`config.mk`:
```
export PLATFORM = sky130hd
export DESIGN_NAME = ram_burst_master_flat
export DESIGN_NICKNAME = d
export VERILOG_FILES = /design/src/rtl/ram_pkg.sv /design/src/rtl/ram_burst_master_if.sv /design/src/rtl/ram_rsp_fifo.sv /design/src/rtl/ram_burst_master.sv /design/src/flat_wrapper.sv
export SDC_FILE = /design/constraint.sdc
export NUM_CORES = 1
export LEC_CHECK = 0
export CAP_MARGIN = 0
export CORE_ASPECT_RATIO = 0.5
export CORE_MARGIN = 10
export CORE_UTILIZATION = 28
export DETAILED_ROUTE_END_ITERATION = 10
export GPL_TIMING_DRIVEN = 0
export SLEW_MARGIN = 25
export SYNTH_ARGS = -nofsm -noshare
export SYNTH_HDL_FRONTEND = slang
export SYNTH_HIERARCHICAL = 1
export SYNTH_SLANG_ARGS = --single-unit
```
`constraint.sdc`:
```
create_clock -name clk -period 2.25 [get_ports clk]
set_clock_uncertainty 0.1 [all_clocks]
set_input_delay 0.225 -clock clk [delete_from_list [all_inputs] [get_ports clk]]
set_output_delay 0.225 -clock clk [all_outputs]
set_load 0.02 [all_outputs]
```
`src/rtl/ram_pkg.sv`:
```
// Shared types and default sizes for the RAM burst master and its response FIFO.
package ram_pkg;
  localparam int ADDR_DEF   = 8;
  localparam int DATA_DEF   = 8;
  localparam int LEN_W_DEF  = 4;
  localparam int FIFO_DEPTH = 4;

  typedef enum logic [1:0] {
    IDLE  = 2'd0,
    WR    = 2'd1,
    RD    = 2'd2,
    DRAIN = 2'd3
  } state_t;
endpackage

```
`src/rtl/ram_burst_master_if.sv`:
```
// Request / write-beat / read-beat handshakes between a requester and the burst master.
interface ram_burst_master_if
  import ram_pkg::*;
#(
  parameter int ADDR  = ADDR_DEF,
  parameter int DATA  = DATA_DEF,
  parameter int LEN_W = LEN_W_DEF
) ();
  logic             req_valid;
  logic             req_ready;
  logic             req_write;
  logic [ADDR-1:0]  req_addr;
  logic [LEN_W-1:0] req_len;
  logic             wr_valid;
  logic             wr_ready;
  logic [DATA-1:0]  wr_data;
  logic             rd_valid;
  logic             rd_ready;
  logic [DATA-1:0]  rd_data;
  logic             done;

  modport master (
    output req_valid, req_write, req_addr, req_len, wr_valid, wr_data, rd_ready,
    input  req_ready, wr_ready, rd_valid, rd_data, done
  );

  modport slave (
    input  req_valid, req_write, req_addr, req_len, wr_valid, wr_data, rd_ready,
    output req_ready, wr_ready, rd_valid, rd_data, done
  );
endinterface

```
`src/rtl/ram_rsp_fifo.sv`:
```
// Show-ahead response FIFO for read data; occupancy feeds the master's issue credit.
module ram_rsp_fifo
  import ram_pkg::*;
#(
  parameter int DATA  = DATA_DEF,
  parameter int DEPTH = FIFO_DEPTH
) (
  input  logic                       clk,
  input  logic                       rst,
  input  logic                       push,
  input  logic [DATA-1:0]            push_data,
  input  logic                       pop,
  output logic [DATA-1:0]            head,
  output logic                       empty,
  output logic [$clog2(DEPTH+1)-1:0] occupancy
);
  localparam int PTR_W = $clog2(DEPTH);
  localparam int CNT_W = $clog2(DEPTH + 1);

  // DEPTH is a power of two, so the pointers wrap on their own.
  logic [DATA-1:0]  mem [DEPTH];
  logic [PTR_W-1:0] wr_ptr_reg, rd_ptr_reg;
  logic [CNT_W-1:0] count_reg;
  logic             do_push, do_pop;

  assign do_pop  = pop && (count_reg != '0);
  assign do_push = push && ((count_reg != CNT_W'(DEPTH)) || do_pop);

  always_ff @(posedge clk) begin
    if (do_push) mem[wr_ptr_reg] <= push_data;
  end

  always_ff @(posedge clk) begin
    if (rst) begin
      wr_ptr_reg <= '0;
      rd_ptr_reg <= '0;
      count_reg  <= '0;
    end else begin
      if (do_push) wr_ptr_reg <= wr_ptr_reg + PTR_W'(1);
      if (do_pop)  rd_ptr_reg <= rd_ptr_reg + PTR_W'(1);
      case ({do_push, do_pop})
        2'b10:   count_reg <= count_reg + CNT_W'(1);
        2'b01:   count_reg <= count_reg - CNT_W'(1);
        default: count_reg <= count_reg;
      endcase
    end
  end

  assign head      = mem[rd_ptr_reg];
  assign empty     = (count_reg == '0);
  assign occupancy = count_reg;
endmodule

```
`src/rtl/ram_burst_master.sv`:
```
// Burst master: turns one request into a run of single-beat RAM writes or
// pipelined RAM reads, with read data buffered in a small response FIFO.
module ram_burst_master
  import ram_pkg::*;
#(
  parameter int ADDR  = ADDR_DEF,
  parameter int DATA  = DATA_DEF,
  parameter int LEN_W = LEN_W_DEF
) (
  input  logic              clk,
  input  logic              rst,
  ram_burst_master_if.slave bus,
  output logic              ram_write_enable,
  output logic [ADDR-1:0]   ram_address,
  output logic [DATA-1:0]   ram_data_in,
  input  logic [DATA-1:0]   ram_data_out
);
  localparam int OCC_W = $clog2(FIFO_DEPTH + 1);

  state_t           state_reg, state_next;
  logic [ADDR-1:0]  cur_reg, cur_next;
  logic [LEN_W-1:0] rem_reg, rem_next;
  logic             ram_we_reg, ram_we_next;
  logic [ADDR-1:0]  ram_addr_reg, ram_addr_next;
  logic [DATA-1:0]  ram_din_reg, ram_din_next;
  logic             last_wr_reg, last_wr_next;
  logic             done_wr_reg;
  logic [1:0]       inflight_reg;
  logic             issue, drain_done, credit;
  logic             fifo_empty, fifo_pop;
  logic [OCC_W-1:0] fifo_occ, pending;

  // Reads still in the RAM pipeline count against FIFO space, so the FIFO cannot overflow.
  assign pending = fifo_occ + OCC_W'(inflight_reg[0]) + OCC_W'(inflight_reg[1]);
  assign credit  = (pending < OCC_W'(FIFO_DEPTH));

  always_comb begin
    state_next    = state_reg;
    cur_next      = cur_reg;
    rem_next      = rem_reg;
    ram_we_next   = 1'b0;
    ram_addr_next = ram_addr_reg;
    ram_din_next  = ram_din_reg;
    last_wr_next  = 1'b0;
    issue         = 1'b0;
    drain_done    = 1'b0;
    case (state_reg)
      IDLE: begin
        if (bus.req_valid) begin
          if (bus.req_write) begin
            cur_next   = bus.req_addr;
            rem_next   = bus.req_len;
            state_next = WR;
          end else begin
            // The first read goes out on the accept edge to shave a cycle of latency.
            issue         = 1'b1;
            ram_addr_next = bus.req_addr;
            cur_next      = bus.req_addr + ADDR'(1);
            rem_next      = bus.req_len - LEN_W'(1);
            state_next    = (bus.req_len == '0) ? DRAIN : RD;
          end
        end
      end
      WR: begin
        if (bus.wr_valid) begin
          ram_we_next   = 1'b1;
          ram_addr_next = cur_reg;
          ram_din_next  = bus.wr_data;
          cur_next      = cur_reg + ADDR'(1);
          rem_next      = rem_reg - LEN_W'(1);
          if (rem_reg == '0) begin
            last_wr_next = 1'b1;
            state_next   = IDLE;
          end
        end
      end
      RD: begin
        if (credit) begin
          issue         = 1'b1;
          ram_addr_next = cur_reg;
          cur_next      = cur_reg + ADDR'(1);
          rem_next      = rem_reg - LEN_W'(1);
          if (rem_reg == '0) state_next = DRAIN;
        end
      end
      DRAIN: begin
        if ((inflight_reg == '0) && fifo_empty) begin
          drain_done = 1'b1;
          state_next = IDLE;
        end
      end
      default: state_next = IDLE;
    endcase
  end

  always_ff @(posedge clk) begin
    if (rst) begin
      state_reg    <= IDLE;
      cur_reg      <= '0;
      rem_reg      <= '0;
      ram_we_reg   <= 1'b0;
      ram_addr_reg <= '0;
      ram_din_reg  <= '0;
      last_wr_reg  <= 1'b0;
      done_wr_reg  <= 1'b0;
      inflight_reg <= '0;
    end else begin
      state_reg    <= state_next;
      cur_reg      <= cur_next;
      rem_reg      <= rem_next;
      ram_we_reg   <= ram_we_next;
      ram_addr_reg <= ram_addr_next;
      ram_din_reg  <= ram_din_next;
      last_wr_reg  <= last_wr_next;
      done_wr_reg  <= last_wr_reg;
      inflight_reg <= {inflight_reg[0], issue};
    end
  end

  // Stage 1 of the in-flight chain marks the cycle ram_data_out holds that read's data.
  ram_rsp_fifo #(
    .DATA  (DATA),
    .DEPTH (FIFO_DEPTH)
  ) u_rsp_fifo (
    .clk       (clk),
    .rst       (rst),
    .push      (inflight_reg[1]),
    .push_data (ram_data_out),
    .pop       (fifo_pop),
    .head      (bus.rd_data),
    .empty     (fifo_empty),
    .occupancy (fifo_occ)
  );

  assign fifo_pop         = bus.rd_valid && bus.rd_ready;
  assign bus.rd_valid     = !fifo_empty;
  assign bus.req_ready    = (state_reg == IDLE);
  assign bus.wr_ready     = (state_reg == WR);
  assign bus.done         = done_wr_reg || drain_done;
  assign ram_write_enable = ram_we_reg;
  assign ram_address      = ram_addr_reg;
  assign ram_data_in      = ram_din_reg;
endmodule

```
`src/flat_wrapper.sv`:
```
// flat-port wrapper written by rule: the top's interface ports become plain ports
module ram_burst_master_flat import ram_pkg::*;
#(
  parameter int ADDR  = ADDR_DEF,
  parameter int DATA  = DATA_DEF,
  parameter int LEN_W = LEN_W_DEF
)
  (clk, rst, ram_write_enable, ram_address, ram_data_in, ram_data_out, bus_req_valid, bus_req_write, bus_req_addr, bus_req_len, bus_wr_valid, bus_wr_data, bus_rd_ready, bus_req_ready, bus_wr_ready, bus_rd_valid, bus_rd_data, bus_done);
  ram_burst_master_if #(.ADDR(ADDR), .DATA(DATA), .LEN_W(LEN_W)) bus_i ();
  input  logic clk;
  input  logic rst;
  output logic ram_write_enable;
  output logic [ADDR-1:0] ram_address;
  output logic [DATA-1:0] ram_data_in;
  input  logic [DATA-1:0] ram_data_out;
  input wire logic [$bits(bus_i.req_valid)-1:0] bus_req_valid;
  input wire logic [$bits(bus_i.req_write)-1:0] bus_req_write;
  input wire logic [$bits(bus_i.req_addr)-1:0] bus_req_addr;
  input wire logic [$bits(bus_i.req_len)-1:0] bus_req_len;
  input wire logic [$bits(bus_i.wr_valid)-1:0] bus_wr_valid;
  input wire logic [$bits(bus_i.wr_data)-1:0] bus_wr_data;
  input wire logic [$bits(bus_i.rd_ready)-1:0] bus_rd_ready;
  output wire logic [$bits(bus_i.req_ready)-1:0] bus_req_ready;
  output wire logic [$bits(bus_i.wr_ready)-1:0] bus_wr_ready;
  output wire logic [$bits(bus_i.rd_valid)-1:0] bus_rd_valid;
  output wire logic [$bits(bus_i.rd_data)-1:0] bus_rd_data;
  output wire logic [$bits(bus_i.done)-1:0] bus_done;
  assign bus_i.req_valid = bus_req_valid;
  assign bus_i.req_write = bus_req_write;
  assign bus_i.req_addr = bus_req_addr;
  assign bus_i.req_len = bus_req_len;
  assign bus_i.wr_valid = bus_wr_valid;
  assign bus_i.wr_data = bus_wr_data;
  assign bus_i.rd_ready = bus_rd_ready;
  assign bus_req_ready = bus_i.req_ready;
  assign bus_wr_ready = bus_i.wr_ready;
  assign bus_rd_valid = bus_i.rd_valid;
  assign bus_rd_data = bus_i.rd_data;
  assign bus_done = bus_i.done;
  ram_burst_master #(.ADDR(ADDR), .DATA(DATA), .LEN_W(LEN_W)) u_core (.clk(clk), .rst(rst), .bus(bus_i), .ram_write_enable(ram_write_enable), .ram_address(ram_address), .ram_data_in(ram_data_in), .ram_data_out(ram_data_out));
endmodule
```
==> out/qor.yml <==
status: "finished clean"
dp.cells: 618
rows: 30
diodes: 0
grt_antenna_before_repair: 0
cts_hold_buf: 0
grt_max_degree: 15
crit_start: "u_core/u_rsp_fifo/occupancy[0]$_SDFFE_PP0P_"
final_layout_size_suffix_gt1_share_pct: 18.6
synth_edf_count: 32
synth_cell_types: 71
detail_route.drc_violations: 0
ant_nets: 0
setup_ws_ns: 0.104
fillerInstances: 1380
synth_fp_nets: 416
max_freq_ghz: 0.466
r2r_end: "u_core/u_rsp_fifo/occupancy[2]$_SDFFE_PP0P_"
ir_drop_mv: 0.416
final-setup-viol-count: 0
top_register: "u_core/u_rsp_fifo/mem"
critPathBufInv: 2
arrival_ns: 2.30
powerDensity_nw_per_um2: 986
drtPass1Iterations: 6
clockBufferDepth: 2
routed_via_density: 4.83
crit_chain: "buf_6 -> nor3_4 -> nor2b_2 -> buf_6 -> o31ai_2 -> nand2b_4 -> fa_1 -> nand2b_1 -> o21bai_1 -> a31oi_1"
grt_pass1_wl_mm: 16.3
yosysSeqAreaShare_pct: 46.2
boundaryPins: 63
synth-async-reset-ratio_pct: 0
holdPathStages: 3
grt-ovfl-total: 0
synthCells: 366
syn_area_um2: 3990
internal_power_mw: 3.36
crit_path_start_kind: "flip-flop"
start_util_pct: 29.0
ff2ff_path_depth: 10
p_comb_share_pct: 36.4
rsz0062_at_grt: "yes"
vias: 3079
clock_latency_ns: 0.34
cts.sinks: 76
max_slew_margin_pct: 52.8
dp_hpwl_mm: 7.37
critPathRequiredTime_ns: 2.40
die_y_um: 104
gp_congestion: 0.805
fp.dieW_um: 189
instances_no_fill: 638
largest_reg_flops: 32
cpMaxStageDelayCell: "fa_1"
wirelength_mm: 10.1
synth-seq-cells: 76
final_common_cell: "clkdlybuf4s50_1"
switching_share_pct: 34.7
drt_iter0_markers: 154
core_um2: 13700
die-area_um2: 19700
cts_root_buffer: "clkbuf_16"
netSwitchingPower_mw: 1.79
final_cell_mix: "51 x clkdlybuf4s50_1, 40 x dfxtp_1, 32 x edfxtp_1"
h-tree-depth: 3
p_leak_nw: 1.85
syn_to_final_growth_pct: 31.1
cp_max_fo: 10
cap_violations: 0
syn_avg_cell_area_um2: 10.9
cp_top_family: "simple AND/OR/NAND/NOR gates"
cpMostUsedCell: "buf_6"
p_seq_share_pct: 35.7
endpoint: "u_core/u_rsp_fifo/occupancy[2]$_SDFFE_PP0P_"
ys_warn_count: 6
fin_nets: 491
path_class: "reg2reg"
finalCritPeriodShare_pct: 95.4
grt_usage_pct: 10.4
p_total_mw: 5.15
post_drt_wl_per_cell_um: 15.8
p_clk_share_pct: 27.8
io_buffers: 60
ys.flop_type: "dfxtp_1"
r2r_start: "u_core/u_rsp_fifo/occupancy[0]$_SDFFE_PP0P_"
timing.final.hold_violations: 0
cp-end-kind: "flip-flop"
finalMaxSlewViolations: 0
hold_path_class: "in2reg"
cts_buffers: 9
worstSetupPathDepth: 10
grt_pass1_vias: 3048
place_ws_ns: -0.301
period_needed_ns: 2.15
cts_tree: "done"
worst_slew_pin_slew_ns: 0.708
clk_pin_slew_worst_paths_ns: 0.06
reg2reg_slack_ns: 0.10
max_stage_delay_ns: 0.39
-- worst min-delay path by stage --
stage | from | endpoint
after floorplan | ram_data_out[0] | u_core/u_rsp_fifo/mem[0][0]$_DFFE_PP_
after global placement | u_core/last_wr_reg$_SDFF_PP0_ | u_core/done_wr_reg$_SDFF_PP0_
after detailed placement | u_core/last_wr_reg$_SDFF_PP0_ | u_core/done_wr_reg$_SDFF_PP0_
after CTS | bus_wr_valid | u_core/ram_data_in[6]$_SDFFE_PP0P_
after global routing | bus_wr_valid | u_core/ram_data_in[0]$_SDFFE_PP0P_
final | bus_wr_valid | u_core/ram_data_in[4]$_SDFFE_PP0P_
-- cell type report --
type	instances	area (um^2)	area share (%)
clock buffer	10	229	4.38
multi-input combinational	245	1970	37.7
buffer	24	171	3.28
timing repair buffer	65	627	12.0
tap	192	240	4.60
sequential	76	1850	35.4
clock inverter	6	65.1	1.24
inverter	20	75.1	1.44
-- stage by stage --
stage	area (um^2)	hold slack, ns	TNS, ns	utilization, %
final	5230	0.125	0	38.0
after global placement	4830	0.320	-1.23	35.1
after global routing	5230	0.130	-0.0667	38.0
after detailed placement	4830	0.333	-2.42	35.1
after floorplan	3990	0.224	0	-
after CTS	5170	0.107	0	37.6
-- synth_stat cells (all sizes together) (3+ instances only) --
cell | count | area share, %
mux2i | 11 | 2.9
nand4 | 5 | 0.94
o21a | 3 | 0.56
a31oi | 13 | 2.0
dfxtp | 44 | 22
a311oi | 4 | 0.88
o21ai | 11 | 1.4
o31ai | 5 | 0.94
xor2 | 5 | 1.1
nor2 | 13 | 1.3
mux4 | 8 | 4.5
nor3b | 4 | 0.88
nand3 | 21 | 2.6
inv | 20 | 1.9
nand2b | 10 | 1.8
clkbuf | 7 | 0.66
nand3b | 3 | 0.66
nor3 | 5 | 0.63
o31a | 4 | 0.88
buf | 18 | 3.2
nand2 | 23 | 2.2
o311ai | 6 | 1.3
nor4 | 3 | 0.63
edfxtp | 32 | 24
and3 | 5 | 0.91
ha | 15 | 4.7
a211oi | 9 | 2.6
a21oi | 18 | 2.5
nor2b | 7 | 1.1
xnor2 | 5 | 1.1
-- metal layers --
| layer | global-route usage, % | vias up | share of wire (%) |
|---|---|---|---|
| met3 | 3.55 | 2 | 5.2 |
| met1 | 13.1 | 1480 | 49 |
| met2 | 16.0 | 70 | 46 |
| met5 | 0 | - | 0 |
| li1 | - | 1527 | - |
| met4 | 3.83 | 0 | 0.55 |
-- kinds of logic (layout without fill, tap and decap cells) --
family / Yosys count / count (layout) / synth area share [%]
buffers and inverters: 45 / 125 / 5.71
XOR/XNOR: 10 / 10 / 2.20
AO/OA/AOI/OAI: 88 / 88 / 16.8
flip-flops: 76 / 76 / 46.2
AND/OR/NAND/NOR: 111 / 111 / 16.2
multiplexers: 20 / 20 / 7.75
adder cells (fa/ha/maj): 16 / 16 / 5.21
-- power groups by stage --
| stage | logic [mW] | registers [mW] | clock network, mW |
|---|---|---|---|
| 2_1_floorplan | 1.19 | 1.93 | 0 |
| 3_3_place_gp | 1.86 | 1.86 | 0 |
| 3_5_place_dp | 1.88 | 1.87 | 0 |
| 4_1_cts | 1.88 | 1.84 | 1.49 |
| 5_1_grt | 2.05 | 1.88 | 1.53 |
| 6_report | 1.88 | 1.84 | 1.44 |
-- repair_timing --
action,in CTS,in global routing
buffers inserted,1,4
resized for setup,25,12
pin swaps,0,3
setup endpoints to repair,43,16
-- worst register-to-register path: stages, from the launching register on --
cell,delay [ns]
dfxtp_2,0.36
buf_6,0.15
nor3_4,0.06
nor2b_2,0.17
buf_6,0.13
o31ai_2,0.07
nand2b_4,0.15
fa_1,0.39
nand2b_1,0.16
o21bai_1,0.16
a31oi_1,0.16
No activity file was read; power rests on OpenSTA's default activity.
==> edit, RTL diff (same settings) <==
Re-encode `state_t` (4 states) as Gray code, 2 bits wide.
--- a/src/rtl/ram_pkg.sv
+++ b/src/rtl/ram_pkg.sv
@@ -7,8 +7,8 @@
 
   typedef enum logic [1:0] {
-    IDLE  = 2'd0,
-    WR    = 2'd1,
-    RD    = 2'd2,
-    DRAIN = 2'd3
+    IDLE  = 2'b00,
+    WR    = 2'b01,
+    RD    = 2'b11,
+    DRAIN = 2'b10
   } state_t;
 endpackage
Formal check against the unedited RTL: no difference found for any inputs over 4 cycles, from zero or initial values and one cycle with rst high; so few cycles prove little.
==> edit against the unedited design <==
- fmax shrank 0.49%
- sequential cell count is the same
- via count shrank 4.4%
- hold slack lost 0.033 ns
- worst setup slack lost 0.011 ns
- final area grew 0.29%
- power grew 7.4%
- wire length shrank 6.9%
- critical endpoint is now bus_done
- combinational power grew 6%
- area after synthesis shrank 3.6%
- count of clock-buffer cells in the layout is the same
==> edit: results (changes against the unedited design) <==
Nets@finish = 496 (was 491)
Seq/total area = 0.352 (was 0.354)
Crit path capture = bus_done (was u_core/u_rsp_fifo/occupancy[2]$_SDFFE_PP0P_)
Vias in the first global route = 2,863 (was 3,048)
Post-CTS setup buffers = 0 (was 1)
Wl on met1 = 4190 µm (was 4880 µm)
Compound-cell area share of the yosys netlist = 0.167 (was 0.168)
GRT Total Usage = 0.0985 (was 0.104)
Met3 Resource Use GR = 0.0267 (was 0.0355)
Worst vdd ir = 0.429 mV (was 0.416 mV)
Routability cong. = 0.853 (was 0.805)
Met3 wire len = 491 µm (was 525 µm)
Syn Inst Count = 355 (was 366)
Leakage = 1.95 nW (was 1.85 nW)
Dpl cells = 591 (was 618)
CP top delay family = buffers and inverters (was simple AND/OR/NAND/NOR gates)
Hold slack = 0.0916 ns (was 0.125 ns)
DR WL met2 = 4520 µm (was 4590 µm)
Core Area = 13,500 µm² (was 13,700 µm²)
Share of cells above drive strength 1 = 0.196 (was 0.186)
Slowest-stage cell, CP = dlygate4sd2_1 (was fa_1)
Wirelength per Cell = 15.0 µm (was 15.8 µm)
Synth Net Count = 406 (was 416)
DR iter-0 viols = 152 (was 154)
Met2 global-route usage = 0.164 (was 0.160)
Run status = finished clean (unchanged)
Fraction of area in multi-input gates = 0.353 (was 0.377)
Sw frac = 0.319 (was 0.347)
Non-clk buf share = 0.171 (was 0.153)
Multi-In Gates = 238 (was 245)
edit: changes by cell type after synthesis, moves of 3 or more:
| cell | before | now |
|---|---|---|
| o31ai_1 | 5 | 1 |
| a21oi_1 | 17 | 29 |
| a311oi_1 | 4 | 0 |
| xnor2_1 | 5 | 9 |
| nand2_1 | 22 | 26 |
| o31a_1 | 4 | 0 |
| a211oi_2 | 7 | 4 |
| o311ai_1 | 4 | 0 |
| a211oi_1 | 2 | 7 |
| nand4_1 | 4 | 1 |
| nor2_1 | 12 | 15 |
| a31oi_1 | 13 | 3 |
edit: per-stage QoR:
step | setup WS, ns | utilization | setup TNS, ns | total power [mW]
floorplan | 0.0716 | - | 0 | 3.05
global placement | -0.324 | 0.346 | -6.64 | 3.65
detailed placement | -0.265 | 0.346 | -4.86 | 3.67
CTS | 0.00911 | 0.376 | 0 | 5.44
global route | -0.0117 | 0.389 | -0.0117 | 5.85
finish | 0.0934 | 0.389 | 0 | 5.54
